==> src/rtl/cnn_ctrl_pkg.sv <==
// Shared control types for the CNN datapath schedulers: FSM state encoding
// and the width of the completed-frame counter.
package cnn_ctrl_pkg;

    typedef enum logic [1:0] {
        IDLE    = 2'd0,
        COLLECT = 2'd1,
        DRAIN   = 2'd2
    } sched_state_t;

    localparam int FRAME_CNT_W = 16;

endpackage

==> src/rtl/sum_row_sched.sv <==
// Collects one row from each requester in fixed order, streams the rows to the
// downstream summer as start beats, then flushes it with zero-data drain beats.
module sum_row_sched
    import cnn_ctrl_pkg::*;
#(
    parameter int BitSize     = 8,
    parameter int NumOfNerves = 4,
    parameter int DepthIn     = 2
) (
    input  logic                                    clk,
    input  logic                                    res_n,
    input  logic                                    en,
    input  logic [DepthIn-1:0]                      row_valid,
    input  logic [DepthIn*NumOfNerves*BitSize-1:0]  row_data,
    output logic [DepthIn-1:0]                      row_ready,
    output logic                                    sum_valid,
    output logic                                    sum_start,
    output logic [NumOfNerves*BitSize-1:0]          sum_data,
    output logic                                    busy,
    output logic                                    frame_done,
    output logic [FRAME_CNT_W-1:0]                  frame_count
);

    localparam int ROW_BITS = NumOfNerves * BitSize;
    localparam int ROW_W    = $clog2(DepthIn + 1);
    localparam int DRAIN_W  = $clog2(NumOfNerves + 1);
    localparam logic [ROW_W-1:0]   LAST_ROW   = ROW_W'(DepthIn - 1);
    localparam logic [DRAIN_W-1:0] LAST_DRAIN = DRAIN_W'(NumOfNerves - 1);

    sched_state_t               state_reg, state_next;
    logic [ROW_W-1:0]           row_idx_reg, row_idx_next;
    logic [DRAIN_W-1:0]         drain_cnt_reg, drain_cnt_next;
    logic                       sum_valid_reg, sum_valid_next;
    logic                       sum_start_reg, sum_start_next;
    logic [ROW_BITS-1:0]        sum_data_reg, sum_data_next;
    logic                       frame_done_reg, frame_done_next;
    logic [FRAME_CNT_W-1:0]     frame_count_reg, frame_count_next;

    logic [ROW_BITS-1:0]        row_masked [DepthIn];
    logic [ROW_BITS-1:0]        sel_data;
    logic                       accept;

    // Grant decode: only the requester at row_idx can ever be accepted, so
    // other requesters' valids are ignored by construction.
    generate
        for (genvar gi = 0; gi < DepthIn; gi++) begin : g_req
            assign row_ready[gi]  = (state_reg == COLLECT) && (row_idx_reg == ROW_W'(gi));
            assign row_masked[gi] = row_ready[gi] ? row_data[gi*ROW_BITS +: ROW_BITS] : '0;
        end
    endgenerate

    always_comb begin
        sel_data = '0;
        for (int k = 0; k < DepthIn; k++) begin
            sel_data = sel_data | row_masked[k];
        end
    end

    assign accept = |(row_valid & row_ready);

    always_comb begin
        state_next       = state_reg;
        row_idx_next     = row_idx_reg;
        drain_cnt_next   = drain_cnt_reg;
        sum_valid_next   = 1'b0;
        sum_start_next   = 1'b0;
        sum_data_next    = '0;
        frame_done_next  = 1'b0;
        frame_count_next = frame_count_reg;
        case (state_reg)
            IDLE: begin
                if (en) begin
                    state_next   = COLLECT;
                    row_idx_next = '0;
                end
            end
            COLLECT: begin
                if (accept) begin
                    sum_valid_next = 1'b1;
                    sum_start_next = 1'b1;
                    sum_data_next  = sel_data;
                    if (row_idx_reg == LAST_ROW) begin
                        state_next     = DRAIN;
                        drain_cnt_next = '0;
                    end else begin
                        row_idx_next = row_idx_reg + ROW_W'(1);
                    end
                end
            end
            DRAIN: begin
                sum_valid_next = 1'b1;
                if (drain_cnt_reg == LAST_DRAIN) begin
                    // Frame ends here; en decides between a gapless next frame and IDLE.
                    frame_done_next  = 1'b1;
                    frame_count_next = frame_count_reg + FRAME_CNT_W'(1);
                    drain_cnt_next   = '0;
                    row_idx_next     = '0;
                    state_next       = en ? COLLECT : IDLE;
                end else begin
                    drain_cnt_next = drain_cnt_reg + DRAIN_W'(1);
                end
            end
            default: begin
                state_next = IDLE;
            end
        endcase
    end

    always_ff @(posedge clk or negedge res_n) begin
        if (!res_n) begin
            state_reg       <= IDLE;
            row_idx_reg     <= '0;
            drain_cnt_reg   <= '0;
            sum_valid_reg   <= 1'b0;
            sum_start_reg   <= 1'b0;
            sum_data_reg    <= '0;
            frame_done_reg  <= 1'b0;
            frame_count_reg <= '0;
        end else begin
            state_reg       <= state_next;
            row_idx_reg     <= row_idx_next;
            drain_cnt_reg   <= drain_cnt_next;
            sum_valid_reg   <= sum_valid_next;
            sum_start_reg   <= sum_start_next;
            sum_data_reg    <= sum_data_next;
            frame_done_reg  <= frame_done_next;
            frame_count_reg <= frame_count_next;
        end
    end

    assign sum_valid   = sum_valid_reg;
    assign sum_start   = sum_start_reg;
    assign sum_data    = sum_data_reg;
    assign frame_done  = frame_done_reg;
    assign frame_count = frame_count_reg;
    assign busy        = (state_reg != IDLE);

endmodule

==> config.mk <==
export PLATFORM = sky130hd
export DESIGN_NAME = sum_row_sched
export DESIGN_NICKNAME = d
export VERILOG_FILES = /design/src/rtl/cnn_ctrl_pkg.sv /design/src/rtl/sum_row_sched.sv
export SDC_FILE = /design/constraint.sdc
export NUM_CORES = 1
export LEC_CHECK = 0
export CAP_MARGIN = 20
export CORE_AREA = 2 2 83 85
export CTS_CLUSTER_DIAMETER = 120
export CTS_CLUSTER_SIZE = 20
export DETAILED_ROUTE_END_ITERATION = 10
export DIE_AREA = 0 0 85 87
export GPL_TIMING_DRIVEN = 0
export PLACE_DENSITY_LB_ADDON = 0.1
export SKIP_LAST_GASP = 1
export SYNTH_ARGS = -nofsm -noshare
export SYNTH_HDL_FRONTEND = slang
export SYNTH_SLANG_ARGS = --single-unit
==> constraint.sdc <==
create_clock -name clk -period 1.95 [get_ports clk]
set_clock_uncertainty 0.1 [all_clocks]
set_input_delay 0.39 -clock clk [delete_from_list [all_inputs] [get_ports clk]]
set_output_delay 0.39 -clock clk [all_outputs]
set_load 0.01 [all_outputs]
==> impl_metrics.yaml, run 1 <==
run_status:
  outcome: "finished clean"
routing:
  route.detailed.drc: 0
  route.vias.total: 2234
  detail_route.first_pass.iterations: 4
  routed_wire_length_per_instance_um: 14.4
  drt.antenna.violating_nets: 0
  routed_wirelength_um: 6610
  detail_route.iter0.violations: 119
  vias_per_cell: 4.87
hold_path:
  holdPathEnd: "frame_count[15]"
  hold_path_startpoint: "frame_count[15]"
  timing.hold.worst.class: "flip-flop to flip-flop"
  min_delay_path_depth: 1
worst_setup_path:
  worstPathCellList: "inv_1 > ha_4 > and2_4 > clkdlybuf4s15_1"
  end_kind: "primary output"
  reg2regPathDepth: 7
  worst-endpoint-arrival_ns: 1.43
  worstPathRequired_ns: 1.46
  critical_path_peak_fanout: 6
  rrSetupSlack_ns: 0.13
  timing.setup.critical_path_class: "flip-flop to primary output"
  reg2reg_from: "state_reg[0]"
  critPathLaunchType: "flip-flop"
  rr_endpoint: "frame_count[9]"
  worstSetupPathDepth: 4
  cp_num_buf_inv: 2
  worst_path_max_delay_cell: "dfrtp_1"
  path_delay_family: "buffers and inverters"
  cp_slowest_stage_delay_ns: 0.36
grt:
  grt_util_all_layers_pct: 17.8
  grt.overflow.total: 0
  grt_max_degree: 25
  wire_length_of_the_first_global_routing_pass_um: 10100
  first_global_vias: 2085
  grt_antenna_before_repair: 0
cells_and_area:
  finish.cell_count_without_fillers: 459
  largest_register_ffs: 32
  area.growth.synth_to_final_pct: 68.8
  design.final.nets: 453
  postLayoutCellArea_sq_um: 4280
  drive_above_1_share_pct: 16.4
  n_antenna_cell: 0
  n_fill_cell: 519
floorplanning:
  design.core.area_sq_um: 6570
  initial_core_util_pct: 38.6
  floorplan.die.width_um: 85
  io_pins: 123
  design.die.area_sq_um: 7400
  fp-row-count: 30
  floorplan.die.height_um: 87
synthesis:
  share_of_the_yosys_chip_area_belonging_to_registers_pct: 57.3
  ffs_w_async_s_r_synth_pct: 100
  synthesis.yosys.warnings: 0
  synth_instances: 226
  synth_top_flop_cell: "dfrtp_1"
  mappedNetlistArea_sq_um: 2530
  synth_cell_type_count: 29
  postSynthRegisterBits: 58
  synth.net_count: 304
  synth_enable_flop_cells: 0
  synth.avg_cell_area_sq_um: 11.2
cts:
  path_clk_slew_ns: 0.06
  cts.sinks: 58
  h-tree-depth: 3
  cts-buffers-inserted: 9
  clock_latency_ns: 0.33
  clockRootBuffer: "clkbuf_8"
  tritoncts: "built"
  clock_tree.buffer_depth: 2
pwr:
  ir_drop_v: 0.000547
  power_leakage_uw: 0.00191
  power.density_cell_area_nw_per_um2: 988
placed_design:
  hpwlAfterDp_um: 4850
  gpl.final_weighted_congestion: 0.767
  port_buffers: 122
  placed_cell_count: 430
  placedInstanceArea_sq_um: 3900
sta:
  clock.fmax_mhz: 521
  max_slew.worst_pin.slew_ns: 0.381
  timing.final.crit_share_pct: 98.4
  hold_ws_ns: 0.370
  period_minus_slack_ns: 1.92
  max-slew-margin-rel_pct: 74.6
  final_hold_viol_count: 0
  finalSetupViolCount: 0
  unrepaired_setup_endpoints_after_global_routing: "yes"
  final-max-slew-violation-count: 0
job:
  timing.max_cap.violations: 0
==> cells in the final DEF (no fill, tap or decap), drive strengths merged, types with 2 or more instances in the layout <==
| cell | Yosys | final |
|---|---|---|
| nand3 | 10 | 10 |
| a22oi | 32 | 32 |
| clkdlybuf4s50 | 0 | 118 |
| xor2 | 6 | 6 |
| nor4 | 2 | 2 |
| inv | 11 | 11 |
| mux2 | 5 | 5 |
| and2 | 3 | 4 |
| nand2 | 12 | 12 |
| nand2b | 2 | 2 |
| dfrtp | 58 | 58 |
| buf | 4 | 22 |
| ha | 9 | 9 |
| xnor2 | 9 | 9 |
| mux2i | 2 | 2 |
| nand4 | 4 | 4 |
| clkbuf | 7 | 18 |
| nor2 | 40 | 40 |
==> kinds of logic (layout without fill, tap and decap cells) <==
group | after synthesis | count (layout) | synth area share (%)
XOR/XNOR | 15 | 15 | 5.19
AO/OA/AOI/OAI | 37 | 37 | 10.8
multiplexers | 7 | 7 | 3.01
AND/OR/NAND/NOR | 78 | 79 | 15.9
adder cells (fa/ha/maj) | 9 | 9 | 4.44
buffers and inverters | 22 | 174 | 3.46
flip-flops | 58 | 58 | 57.3
==> power by group <==
| group | switching [uW] | leakage, uW | internal, uW | total (uW) |
|---|---|---|---|---|
| Sequential | 73.2 | 0.000802 | 1330 | 1400 |
| Combinational | 789 | 0.00101 | 898 | 1690 |
| Clock | 450 | 0.000106 | 686 | 1140 |
==> per-stage QoR <==
step           worst slack (ns)  TNS (ns)  utilization [%]  power, uW
2_1_floorplan             0.229         0                -       2220
3_3_place_gp              -1.51    -88.67             58.7       2780
3_5_place_dp             -0.578     -1.51             59.3       2800
4_1_cts                  -0.144    -0.144             63.7       4060
5_1_grt                 -0.0534    -0.144             65.1       4500
6_report                 0.0312         0             65.1       4220
==> synthesized netlist by cell type (4+ instances only) <==
| library cell | n | share of area [%] |
|---|---|---|
| xnor2_1 | 9 | 3.1 |
| clkbuf_1 | 7 | 1.0 |
| buf_2 | 4 | 0.79 |
| dfrtp_1 | 58 | 57 |
| xor2_1 | 6 | 2.1 |
| nand2_1 | 12 | 1.8 |
| ha_1 | 9 | 4.4 |
| nor2_1 | 40 | 5.9 |
| nand3_1 | 10 | 2.0 |
| inv_1 | 10 | 1.5 |
| a22oi_1 | 32 | 9.5 |
| mux2_2 | 5 | 2.2 |
==> worst max-delay path by stage <==
stage / from / end / slack, ns
2_1_floorplan: state_reg[1] / row_ready[0] / 0.23
3_3_place_gp: res_n / sum_data[4] / -1.51
3_5_place_dp: state_reg[1] / row_ready[0] / -0.58
4_1_cts: row_idx_reg[0] / row_ready[0] / -0.14
5_1_grt: state_reg[1] / busy / -0.05
6_report: row_idx_reg[1] / row_ready[0] / 0.03
==> final cells by class <==
type / count / area [sq um] / area share, %
Clock inverter: 2 / 35.0 / 0.819
Multi-Input combinational cell: 147 / 1050 / 24.5
Clock buffer: 13 / 169 / 3.95
Tap cell: 80 / 100 / 2.34
Inverter: 11 / 41.3 / 0.965
Buffer: 8 / 46.3 / 1.08
Sequential cell: 58 / 1450 / 34.0
Timing Repair Buffer: 140 / 1390 / 32.4
==> repair_timing <==
action / 4_1_cts / 5_1_grt
pin swaps: 1 / 3
hold buffers: 1 / 0
endpoints found under the hold margin: 14 / 0
buffers inserted: 5 / 10
gates cloned: 0 / 1
endpoints found under the setup margin: 23 / 27
gates resized for setup: 22 / 13
==> metal layers <==
layer	vias to the layer above	GRT usage (%)	share of wire [%]
li1	1075	-	-
met2	88	27.8	48
met4	0	6.20	1.4
met3	9	6.82	8.3
met1	1062	22.7	42
met5	-	0	0
Power figures use the tool's default switching activity.
==> run 2, diff against run 1 <==
--- a/config.mk
+++ b/config.mk
@@ -5,7 +5,7 @@
 export SDC_FILE = /design/constraint.sdc
 export NUM_CORES = 1
 export LEC_CHECK = 0
-export CAP_MARGIN = 20
+export CAP_MARGIN = 30
 export CORE_AREA = 2 2 83 85
 export CTS_CLUSTER_DIAMETER = 120
 export CTS_CLUSTER_SIZE = 20
==> results of run 2 <==
Same layout as run 1: the final DEF is identical, and so are final timing and power.
